**src/rtl/cla_multicycle_add_seq_pkg.sv**
```systemverilog
// -----------------------------------------------------------------------------
// cla_multicycle_add_seq_pkg
//   Shared definitions for the nibble-serial carry-lookahead add/subtract
//   sequencer: FSM state encoding, the adder cell width and a small helper
//   for two's-complement overflow detection.
// -----------------------------------------------------------------------------
package cla_multicycle_add_seq_pkg;

  // Width of the single carry-lookahead cell that is reused on every pass.
  localparam int NIBBLE_W = 4;

  // Sequencer states. The encoding is fixed so it can be probed directly.
  typedef enum logic [1:0] {
    IDLE = 2'd0,
    RUN  = 2'd1,
    DONE = 2'd2
  } state_t;

  // Signed overflow of r = a + b' : both addends share a sign bit and the
  // result sign differs from it. For subtraction b' is the inverted B operand.
  function automatic logic add_ovf(input logic a_msb,
                                   input logic b_msb,
                                   input logic r_msb);
    return (a_msb == b_msb) && (r_msb != a_msb);
  endfunction

endpackage

```
**src/rtl/cla_multicycle_add_seq_if.sv**
```systemverilog
// -----------------------------------------------------------------------------
// cla_multicycle_add_seq_if
//   Operand/result handshake bundle for cla_multicycle_add_seq.
//   Input side : in_valid/in_ready with op_sub, a, b.
//   Output side: out_valid/out_ready with result, cout, ovf, zero.
//   master - the ALU op decoder / result consumer that drives the block.
//   slave  - the add/subtract sequencer itself.
// -----------------------------------------------------------------------------
interface cla_multicycle_add_seq_if #(
  parameter int WIDTH = 16
);

  logic             in_valid;
  logic             in_ready;
  logic             op_sub;
  logic [WIDTH-1:0] a;
  logic [WIDTH-1:0] b;
  logic             out_valid;
  logic             out_ready;
  logic [WIDTH-1:0] result;
  logic             cout;
  logic             ovf;
  logic             zero;

  modport master (
    output in_valid,
    output op_sub,
    output a,
    output b,
    output out_ready,
    input  in_ready,
    input  out_valid,
    input  result,
    input  cout,
    input  ovf,
    input  zero
  );

  modport slave (
    input  in_valid,
    input  op_sub,
    input  a,
    input  b,
    input  out_ready,
    output in_ready,
    output out_valid,
    output result,
    output cout,
    output ovf,
    output zero
  );

endinterface

```
**src/rtl/cla_nibble_stage.sv**
```systemverilog
// -----------------------------------------------------------------------------
// cla_nibble_stage
//   4-bit carry-lookahead adder cell plus the carry register that chains one
//   pass to the next.
//   Ports:
//     clk, rst_n  clock and synchronous active-low reset
//     a, b        nibble operands for the current pass
//     load, init  load the carry register with init (start of an operation)
//     en          capture the cell carry-out into the carry register
//     sum         combinational nibble sum (uses the registered carry as cin)
//     cout        combinational carry out of the nibble (c4)
// -----------------------------------------------------------------------------
module cla_nibble_stage
  import cla_multicycle_add_seq_pkg::*;
(
  input  logic                clk,
  input  logic                rst_n,
  input  logic [NIBBLE_W-1:0] a,
  input  logic [NIBBLE_W-1:0] b,
  input  logic                load,
  input  logic                init,
  input  logic                en,
  output logic [NIBBLE_W-1:0] sum,
  output logic                cout
);

  logic                carry_q;
  logic [NIBBLE_W-1:0] p;
  logic [NIBBLE_W-1:0] g;
  logic [NIBBLE_W:0]   c;

  assign p = a ^ b;
  assign g = a & b;

  // Flat lookahead: every carry is a two-level function of p, g and cin,
  // so no carry ripples through the cell.
  assign c[0] = carry_q;
  assign c[1] = g[0] | (p[0] & c[0]);
  assign c[2] = g[1] | (p[1] & g[0]) | (p[1] & p[0] & c[0]);
  assign c[3] = g[2] | (p[2] & g[1]) | (p[2] & p[1] & g[0])
              | (p[2] & p[1] & p[0] & c[0]);
  assign c[4] = g[3] | (p[3] & g[2]) | (p[3] & p[2] & g[1])
              | (p[3] & p[2] & p[1] & g[0])
              | (p[3] & p[2] & p[1] & p[0] & c[0]);

  assign sum  = p ^ c[NIBBLE_W-1:0];
  assign cout = c[4];

  // NOTE: sequential state is written with non-blocking assignments so every
  // flop samples pre-edge values regardless of block evaluation order.
  always_ff @(posedge clk) begin
    if (!rst_n) begin
      carry_q <= 1'b0;
    end else if (load) begin
      carry_q <= init;
    end else if (en) begin
      carry_q <= c[4];
    end
  end

endmodule

```
**src/rtl/cla_multicycle_add_seq.sv**
```systemverilog
// -----------------------------------------------------------------------------
// cla_multicycle_add_seq
//   WIDTH-bit add/subtract built from one 4-bit carry-lookahead cell that is
//   sequenced over WIDTH/4 cycles, least-significant nibble first. Subtraction
//   is a + ~b + 1: B is inverted when latched and the carry starts at 1.
//   Ports:
//     clk    rising-edge clock
//     rst_n  synchronous active-low reset; discards any operation in flight
//     bus    slave side of cla_multicycle_add_seq_if
//            in_valid/in_ready/op_sub/a/b      operand handshake
//            out_valid/out_ready/result/cout/ovf/zero  result handshake
//   Flags: cout is the carry out of the MSB (for subtract, 1 = no borrow),
//   ovf is two's-complement overflow, zero flags an all-zero result.
// -----------------------------------------------------------------------------
module cla_multicycle_add_seq
  import cla_multicycle_add_seq_pkg::*;
#(
  parameter int WIDTH = 16
) (
  input  logic                  clk,
  input  logic                  rst_n,
  cla_multicycle_add_seq_if.slave bus
);

  localparam int NIB   = WIDTH / NIBBLE_W;
  localparam int IDX_W = (NIB > 1) ? $clog2(NIB) : 1;
  localparam int MSB   = WIDTH - 1;

  state_t             state;
  logic [IDX_W-1:0]   idx;
  logic [WIDTH-1:0]   a_q;
  logic [WIDTH-1:0]   b_q;       // B already inverted for subtraction
  logic [WIDTH-1:0]   result_q;
  logic [WIDTH-1:0]   result_next;
  logic               in_ready_q;
  logic               out_valid_q;
  logic               cout_q;
  logic               ovf_q;
  logic               zero_q;

  logic               accept;
  logic               last;
  logic [NIBBLE_W-1:0] nib_sum;
  logic               nib_cout;

  // in_ready_q is high exactly when the FSM is in IDLE.
  assign accept = bus.in_valid && in_ready_q;
  // Terminal pass is detected by compare, so idx never needs to wrap.
  assign last   = (idx == IDX_W'(NIB - 1));

  cla_nibble_stage u_stage (
    .clk   (clk),
    .rst_n (rst_n),
    .a     (a_q[NIBBLE_W*idx +: NIBBLE_W]),
    .b     (b_q[NIBBLE_W*idx +: NIBBLE_W]),
    .load  (accept),
    .init  (bus.op_sub),
    .en    (state == RUN),
    .sum   (nib_sum),
    .cout  (nib_cout)
  );

  // Result with the current pass merged in; used both for the register update
  // and for deriving the flags on the final pass in the same edge.
  // NOTE: the full default assignment before the partial overwrite keeps this
  // block purely combinational (no latch on the untouched bits).
  always_comb begin
    result_next = result_q;
    result_next[NIBBLE_W*idx +: NIBBLE_W] = nib_sum;
  end

  // NOTE: operand registers are pure datapath qualified by the FSM, so they
  // carry no reset; only control and visible outputs are reset.
  always_ff @(posedge clk) begin
    if (accept) begin
      a_q <= bus.a;
      b_q <= bus.b ^ {WIDTH{bus.op_sub}};
    end
  end

  always_ff @(posedge clk) begin
    if (!rst_n) begin
      state       <= IDLE;
      idx         <= '0;
      result_q    <= '0;
      in_ready_q  <= 1'b1;
      out_valid_q <= 1'b0;
      cout_q      <= 1'b0;
      ovf_q       <= 1'b0;
      zero_q      <= 1'b0;
    end else begin
      case (state)
        IDLE: begin
          if (accept) begin
            state      <= RUN;
            idx        <= '0;
            result_q   <= '0;
            in_ready_q <= 1'b0;
          end
        end

        RUN: begin
          result_q <= result_next;
          if (last) begin
            state       <= DONE;
            out_valid_q <= 1'b1;
            cout_q      <= nib_cout;
            ovf_q       <= add_ovf(a_q[MSB], b_q[MSB], result_next[MSB]);
            zero_q      <= (result_next == '0);
          end else begin
            idx <= idx + 1'b1;
          end
        end

        DONE: begin
          // Re-accept is deliberately deferred: in_ready only rises next cycle.
          if (bus.out_ready) begin
            state       <= IDLE;
            out_valid_q <= 1'b0;
            in_ready_q  <= 1'b1;
          end
        end

        default: begin
          state       <= IDLE;
          in_ready_q  <= 1'b1;
          out_valid_q <= 1'b0;
        end
      endcase
    end
  end

  assign bus.in_ready  = in_ready_q;
  assign bus.out_valid = out_valid_q;
  assign bus.result    = result_q;
  assign bus.cout      = cout_q;
  assign bus.ovf       = ovf_q;
  assign bus.zero      = zero_q;

endmodule

```
**src/flat_wrapper.sv**
```systemverilog
// flat-port wrapper written by rule: the top's interface ports become plain ports
module cla_multicycle_add_seq_flat import cla_multicycle_add_seq_pkg::*;
#(
  parameter int WIDTH = 16
)
  (clk, rst_n, bus_in_valid, bus_op_sub, bus_a, bus_b, bus_out_ready, bus_in_ready, bus_out_valid, bus_result, bus_cout, bus_ovf, bus_zero);
  cla_multicycle_add_seq_if #(.WIDTH(WIDTH)) bus_i ();
  input  logic clk;
  input  logic rst_n;
  input wire logic [$bits(bus_i.in_valid)-1:0] bus_in_valid;
  input wire logic [$bits(bus_i.op_sub)-1:0] bus_op_sub;
  input wire logic [$bits(bus_i.a)-1:0] bus_a;
  input wire logic [$bits(bus_i.b)-1:0] bus_b;
  input wire logic [$bits(bus_i.out_ready)-1:0] bus_out_ready;
  output wire logic [$bits(bus_i.in_ready)-1:0] bus_in_ready;
  output wire logic [$bits(bus_i.out_valid)-1:0] bus_out_valid;
  output wire logic [$bits(bus_i.result)-1:0] bus_result;
  output wire logic [$bits(bus_i.cout)-1:0] bus_cout;
  output wire logic [$bits(bus_i.ovf)-1:0] bus_ovf;
  output wire logic [$bits(bus_i.zero)-1:0] bus_zero;
  assign bus_i.in_valid = bus_in_valid;
  assign bus_i.op_sub = bus_op_sub;
  assign bus_i.a = bus_a;
  assign bus_i.b = bus_b;
  assign bus_i.out_ready = bus_out_ready;
  assign bus_in_ready = bus_i.in_ready;
  assign bus_out_valid = bus_i.out_valid;
  assign bus_result = bus_i.result;
  assign bus_cout = bus_i.cout;
  assign bus_ovf = bus_i.ovf;
  assign bus_zero = bus_i.zero;
  cla_multicycle_add_seq #(.WIDTH(WIDTH)) u_core (.clk(clk), .rst_n(rst_n), .bus(bus_i));
endmodule
```
**config.mk**
```make
export PLATFORM = sky130hd
export DESIGN_NAME = cla_multicycle_add_seq_flat
export DESIGN_NICKNAME = d
export VERILOG_FILES = /design/src/rtl/cla_multicycle_add_seq_pkg.sv /design/src/rtl/cla_multicycle_add_seq_if.sv /design/src/rtl/cla_nibble_stage.sv /design/src/rtl/cla_multicycle_add_seq.sv /design/src/flat_wrapper.sv
export SDC_FILE = /design/constraint.sdc
export NUM_CORES = 1
export LEC_CHECK = 0
export CORE_MARGIN = 2
export CORE_UTILIZATION = 53
export CTS_CLUSTER_SIZE = 16
export DETAILED_ROUTE_END_ITERATION = 8
export GPL_ROUTABILITY_DRIVEN = 0
export PLACE_DENSITY = 0.79
export SLEW_MARGIN = 20
export SYNTH_ARGS = -nofsm -noshare
export SYNTH_HDL_FRONTEND = slang
export SYNTH_SLANG_ARGS = --single-unit
```
**constraint.sdc**
```tcl
create_clock -name clk -period 6.3 [get_ports clk]
set_input_delay 0.63 -clock clk [delete_from_list [all_inputs] [get_ports clk]]
set_output_delay 0.63 -clock clk [all_outputs]
set_load 0.01 [all_outputs]
```
After elaboration in Yosys (flattened, before gate mapping)
Index checks and enable logic that the tools add are counted.
{ "word_totals": {"input_bits": 37, "regBits": 58} }
{ "classes": {"bitwise": 32, "eq_ne": 9, "shifts": 4, "n_reduce_logical": 12, "add_sub_neg": 2, "muxes": 18} }
{ "op_table": {"columns": ["op", "n"], "rows": [
  ["4-bit negation with 34-bit output", 1],
  ["4-bit by 34-bit variable shift with 16-bit output (first input constant)", 1],
  ["4-bit by 34-bit variable part select with 16-bit output", 1],
  ["16-bit case mux with 2 select lines", 1],
  ["16-bit by 5-bit variable part select with 4-bit output", 2],
  ["1-bit AND", 16],
  ["16-bit bitwise mux", 1],
  ["16-bit logical NOT", 1],
  ["16-bit two-way mux", 1],
  ["16-bit XOR", 1],
  ["3-bit AND reduction", 4],
  ["2-bit two-way mux", 5],
  ["1-bit OR", 10],
  ["4-bit XOR", 2],
  ["1-bit two-way mux", 6],
  ["1-bit case mux with 3 select lines", 2],
  ["2-bit case mux with 3 select lines", 1],
  ["4-bit AND", 1],
  ["2-bit == test (second input constant)", 2],
  ["2-bit by 1-bit != test with 1-bit output (second input constant)", 2],
  ["2-bit != test (second input constant)", 2],
  ["2-bit case mux with 2 select lines", 1],
  ["2-bit AND reduction", 2],
  ["2-bit nonzero test", 2],
  ["other kinds (7)", 9]
]} }

Longest topological paths before layout
{ "logic_depth": {"depth_word": 11, "ltp_mapped": 9, "depth_no_buf": 7} }

Hierarchy
A second synthesis with hierarchy kept.
{ "hier_totals": {"cells_unflattened": 227, "hier_area_um2": 2824.0} }
{ "by_module_without_submodules": {"columns": ["mod", "area_per_inst_um2", "cells_per_inst", "instances"], "rows": [
  ["cla_multicycle_add_seq", 2611.3, 200, 1],
  ["cla_nibble_stage", 212.7, 27, 1]
]} }

Worst setup path after synthesis
Ideal clock, no wire load.
{ "synth_timing": {"kind": "register to register", "startpoint": "register u_core.idx[0]", "endpoint": "register u_core.cout_q (netlist: u_core.bus.cout)", "arrival_ps": 2551, "path_buffers": 1, "setup_slack_ps": 3627, "path_stages_with_launch": 8, "cell_sequence": "dfxtp_1 -> buf_4 -> mux4_2 -> ha_1 -> a211o_1 -> a21oi_4 -> and2b_2 -> o311a_1"} }
{ "synth_via": {"elab_chain_cells": 7, "elab_cells_between_ends": 17} }
{ "synth_lines": {"columns": ["element", "line", "rtl"], "rows": [
  ["start, declared", "cla_multicycle_add_seq.sv:30", "logic [IDX_W-1:0] idx;"],
  ["start signal, assigned", "cla_multicycle_add_seq.sv:111", "idx <= idx + 1'b1;"],
  ["16-bit by 5-bit variable part select with 4-bit output, on equally long branches", "cla_multicycle_add_seq.sv:54, cla_multicycle_add_seq.sv:55", null],
  ["4-bit XOR / 4-bit AND (equally long branches)", "cla_nibble_stage.sv:32, cla_nibble_stage.sv:33", null],
  ["1-bit AND, on equally long branches", "cla_nibble_stage.sv:42, cla_nibble_stage.sv:43, cla_nibble_stage.sv:44", null],
  ["1-bit OR, or another cell as far along (2 in series)", "cla_nibble_stage.sv:42", "assign c[4] = g[3] | (p[3] & g[2]) | (p[3] & p[2] & g[1])"],
  ["1-bit OR / 1-bit AND (equally long branches)", "cla_nibble_stage.sv:43, cla_nibble_stage.sv:44", null],
  ["1-bit OR", "cla_nibble_stage.sv:44", "| (p[3] & p[2] & p[1] & p[0] & c[0]);"],
  ["end signal, assigned", "cla_multicycle_add_seq.sv:107", "cout_q <= nib_cout;"],
  ["end, declared", "cla_multicycle_add_seq.sv:37", "logic cout_q;"]
]} }
Parallel ways exist; a longest one is shown, timed or not.
A chain may end at the register's enable or synchronous reset.

Final worst setup path
{ "layout_timing": {"startpoint": "register u_core.idx[0]", "endpoint": "register u_core.ovf_q (netlist: u_core.bus.ovf)"} }
{ "layout_via": {"elab_chain_cells": 11, "elab_cells_between_ends": 28} }
{ "layout_lines": {"columns": ["element", "line", "rtl"], "rows": [
  ["16-bit by 5-bit variable part select with 4-bit output, on equally long branches", "cla_multicycle_add_seq.sv:54, cla_multicycle_add_seq.sv:55", null],
  ["4-bit XOR / 4-bit AND (equally long branches)", "cla_nibble_stage.sv:32, cla_nibble_stage.sv:33", null],
  ["1-bit AND, on equally long branches", "cla_nibble_stage.sv:40, cla_nibble_stage.sv:41", null],
  ["1-bit OR, or another cell as far along", "cla_nibble_stage.sv:40", "assign c[3] = g[2] | (p[2] & g[1]) | (p[2] & p[1] & g[0])"],
  ["1-bit OR / 1-bit AND (equally long branches)", "cla_nibble_stage.sv:40, cla_nibble_stage.sv:41", null],
  ["1-bit OR", "cla_nibble_stage.sv:41", "| (p[2] & p[1] & p[0] & c[0]);"],
  ["4-bit XOR", "cla_nibble_stage.sv:46", "assign sum = p ^ c[NIBBLE_W-1:0];"],
  ["4-bit by 34-bit variable part select with 16-bit output", "cla_multicycle_add_seq.sv:69", "result_next[NIBBLE_W*idx +: NIBBLE_W] = nib_sum;"],
  ["16-bit bitwise mux", "cla_multicycle_add_seq.sv:69", null],
  ["1-bit != test", "cla_multicycle_add_seq_pkg.sv:24", "return (a_msb == b_msb) && (r_msb != a_msb);"],
  ["1-bit logical AND", "cla_multicycle_add_seq_pkg.sv:24", null],
  ["end signal, assigned", "cla_multicycle_add_seq.sv:108", "ovf_q <= add_ovf(a_q[MSB], b_q[MSB], result_next[MSB]);"],
  ["end, declared", "cla_multicycle_add_seq.sv:38", "logic ovf_q;"]
]} }
Parallel ways exist; a longest one is shown, timed or not.

==> metrics <==
Post-synth EDFFs 32; Die H about 77 um; worst hold slack 496 ps; CP Class reg -> reg; root buffer cell clkbuf_8; DP Cell Count 352; count of input and output buffers between 50 and 60; clock sink total 58; Period minus WS final 3080 ps; Worst Hold Launch u_core.bus.ovf; total negative setup slack 0 ps; max cap viols 0; first-pass GRT wire length about 9.5 mm; status completed; GRT overflow 0; postcts setup bufs 0; Syn Nets 282; cell taking the most area after synthesis edfxtp_1; Yosys Warn Count 0; Final nets 342; clock-pin slew on the worst setup and hold paths around 80 ps; Die Area a little under 0.006 mm^2; max incr delay on CP 890 ps; Worst Setup SP u_core.idx[0]; Synth Cell Area 0.00282 mm^2; RR Startpoint u_core.idx[0]; endpoints failing hold 0; worst vdd ir 0.174 mV; Layout Cells excl Fill between 300 and 400; Synth cell types 46; pre-CTS WS 3180 ps; drt first pass iters 4; antenna cells 0; RSZ-0062 raised after global routing false; post-route setup slack 3220 ps; fillers 385; Max Clock Freq 0.325 GHz; TritonCTS clock tree built; WP data required 6580 ps; Max clock buf depth 2; CP arrival roughly 3400 ps; worst skew pair latency 360 ps; antenna violation net count after detailed routing 0; Worst Hold Class reg -> reg; CP max stage cell dfxtp_1; H-Tree Level Count 3; all-layer global routing usage 0.217; initial antenna violation count 0; Slew HR 0.423; HPWL Detailed 4.12 mm; syn avg cell area between 10 and 15 um^2; worst slew pin tran 865 ps; worst path bufs/invs 0; Tcrit/Tclk final 0.488; IO Count 58; post-cts gate resize count 0; routed vias/inst 5.49; post-synthesis sequential area ratio 0.525; largest net degree at the start of global routing 28; share of Yosys cell area claimed by the top area cell type 0.341; share of cells above drive strength 1 0.104; critical path capture point type flip-flop; vias 2,021; Syn-to-layout area delta 30.4%; 1st-iter DRT viols approximately 140; vias in the first global route 1,966; Num CTS Buffers 9; setup violators final 0; Synth area leaders edfxtp_1 (34%), dfxtp_1 (18%), mux4_2 (6.4%); Final Max Tran Viols 0; Gate Count Post-Synth 233; Starting Density 0.552; WL/cell between 15 and 20 um; row count 26; Core Box Area 0.00511 mm^2; Routed Wire Length 5.84 mm; post-synthesis async set-or-reset flop share 0; Pleak 0.00133 uW; Die X-Extent 77.0 um; #FFs+latches synth 58; Crit Path Max Fanout 17; crit path launch type flip-flop; worst path cell trace mux4_2, ha_1, a211o_1, a21oi_4, xnor2_2, a311oi_1, o31ai_1; CP delay by family, top compound AO/OA/AOI/OAI gates; pwr/cell area roughly 270 mW/mm^2; skew final approximately 15 ps; Main synth FF type edfxtp_1; CTS hold repair buffers 0; DRC viols 0; Final Util 0.720
-- report_power, final --
part	switching, uW	internal, uW
registers	13.8	424
clock network	152	239
logic	76.6	72.7
-- through the flow --
| stage | area (um^2) | total power [uW] |
|---|---|---|
| 5_1_grt | 3680 | 1020 |
| 3_3_place_gp | 3450 | 590 |
| 2_1_floorplan | 2820 | 537 |
| 4_1_cts | 3680 | 985 |
| 6_report | 3680 | 977 |
| 3_5_place_dp | 3450 | 594 |
-- Yosys cell counts, types with 4 or more instances --
cell type   n
ha_1       11
inv_1       5
a22oi_1    15
nor2b_1    17
mux4_2      8
o21ai_0     5
nor2_1      7
nand3_1     4
a21oi_1     4
nand2b_1    4
nand2_1    23
edfxtp_1   32
clkbuf_1    6
xor2_1     17
dfxtp_1    26
and2_1      4
-- worst min-delay path, stage by stage (launching register included) --
cell and delay (ps):
dfxtp_1 330, nand3_1 70, o31ai_1 60
-- flip-flops by register name (all words and copies together) (netlist names) --
register	cells
u_core.a_q	16
u_core.b_q	16
u_core.bus.result	16
u_core.idx	2
u_core.state	2
u_core.bus.cout	1
u_core.bus.in_ready	1
u_core.bus.out_valid	1
u_core.bus.ovf	1
u_core.bus.zero	1
u_core.u_stage.carry_q	1
-- cells by family after synthesis --
logic type / count (synthesis) / synth area share
multiplexers: 11 / 0.0745
AO/OA/AOI/OAI: 45 / 0.121
flip-flops: 58 / 0.525
adder cells (fa/ha/maj): 12 / 0.0559
AND/OR/NAND/NOR: 74 / 0.141
XOR/XNOR: 19 / 0.0616
buffers and inverters: 14 / 0.0208
-- per-layer routing --
layer,share of wire,global-route usage,vias up
met5,0,0,-
met4,0.017,0.0909,0
met3,0.077,0.0929,12
met2,0.49,0.342,75
met1,0.42,0.261,953
li1,-,-,981
-- layout by cell type, fill, tap and decap left out, types with 5 or more instances in the layout --
master,n
nor2_1,7
a22oi_1,15
o21ai_0,5
nand2_1,23
clkbuf_8,10
xor2_1,17
edfxtp_1,32
mux4_2,8
dfxtp_1,26
nor2b_1,17
clkdlybuf4s50_1,57
inv_1,5
ha_1,11
-- area by class of cell --
cell class              instances  area [um^2]  area share
clock buffers                  12          188      0.0510
repair buffers                 58          578       0.157
clock inverters                 4         43.8      0.0119
multi-input cells             161         1280       0.348
well taps                      70         87.6      0.0238
flip-flops and latches         58         1480       0.403
inverters                       5         18.8     0.00510
-- final timing paths --
path                            slack, ps  depth (start not counted)        endpoint
worst max-delay path                 3220                          7  u_core.bus.ovf
worst min-delay path                  500                          2  u_core.bus.ovf
worst max register to register       3220                          7  u_core.bus.ovf
worst min register to register        500                          2  u_core.bus.ovf
Note: power is estimated with default switching activity, not from simulation.
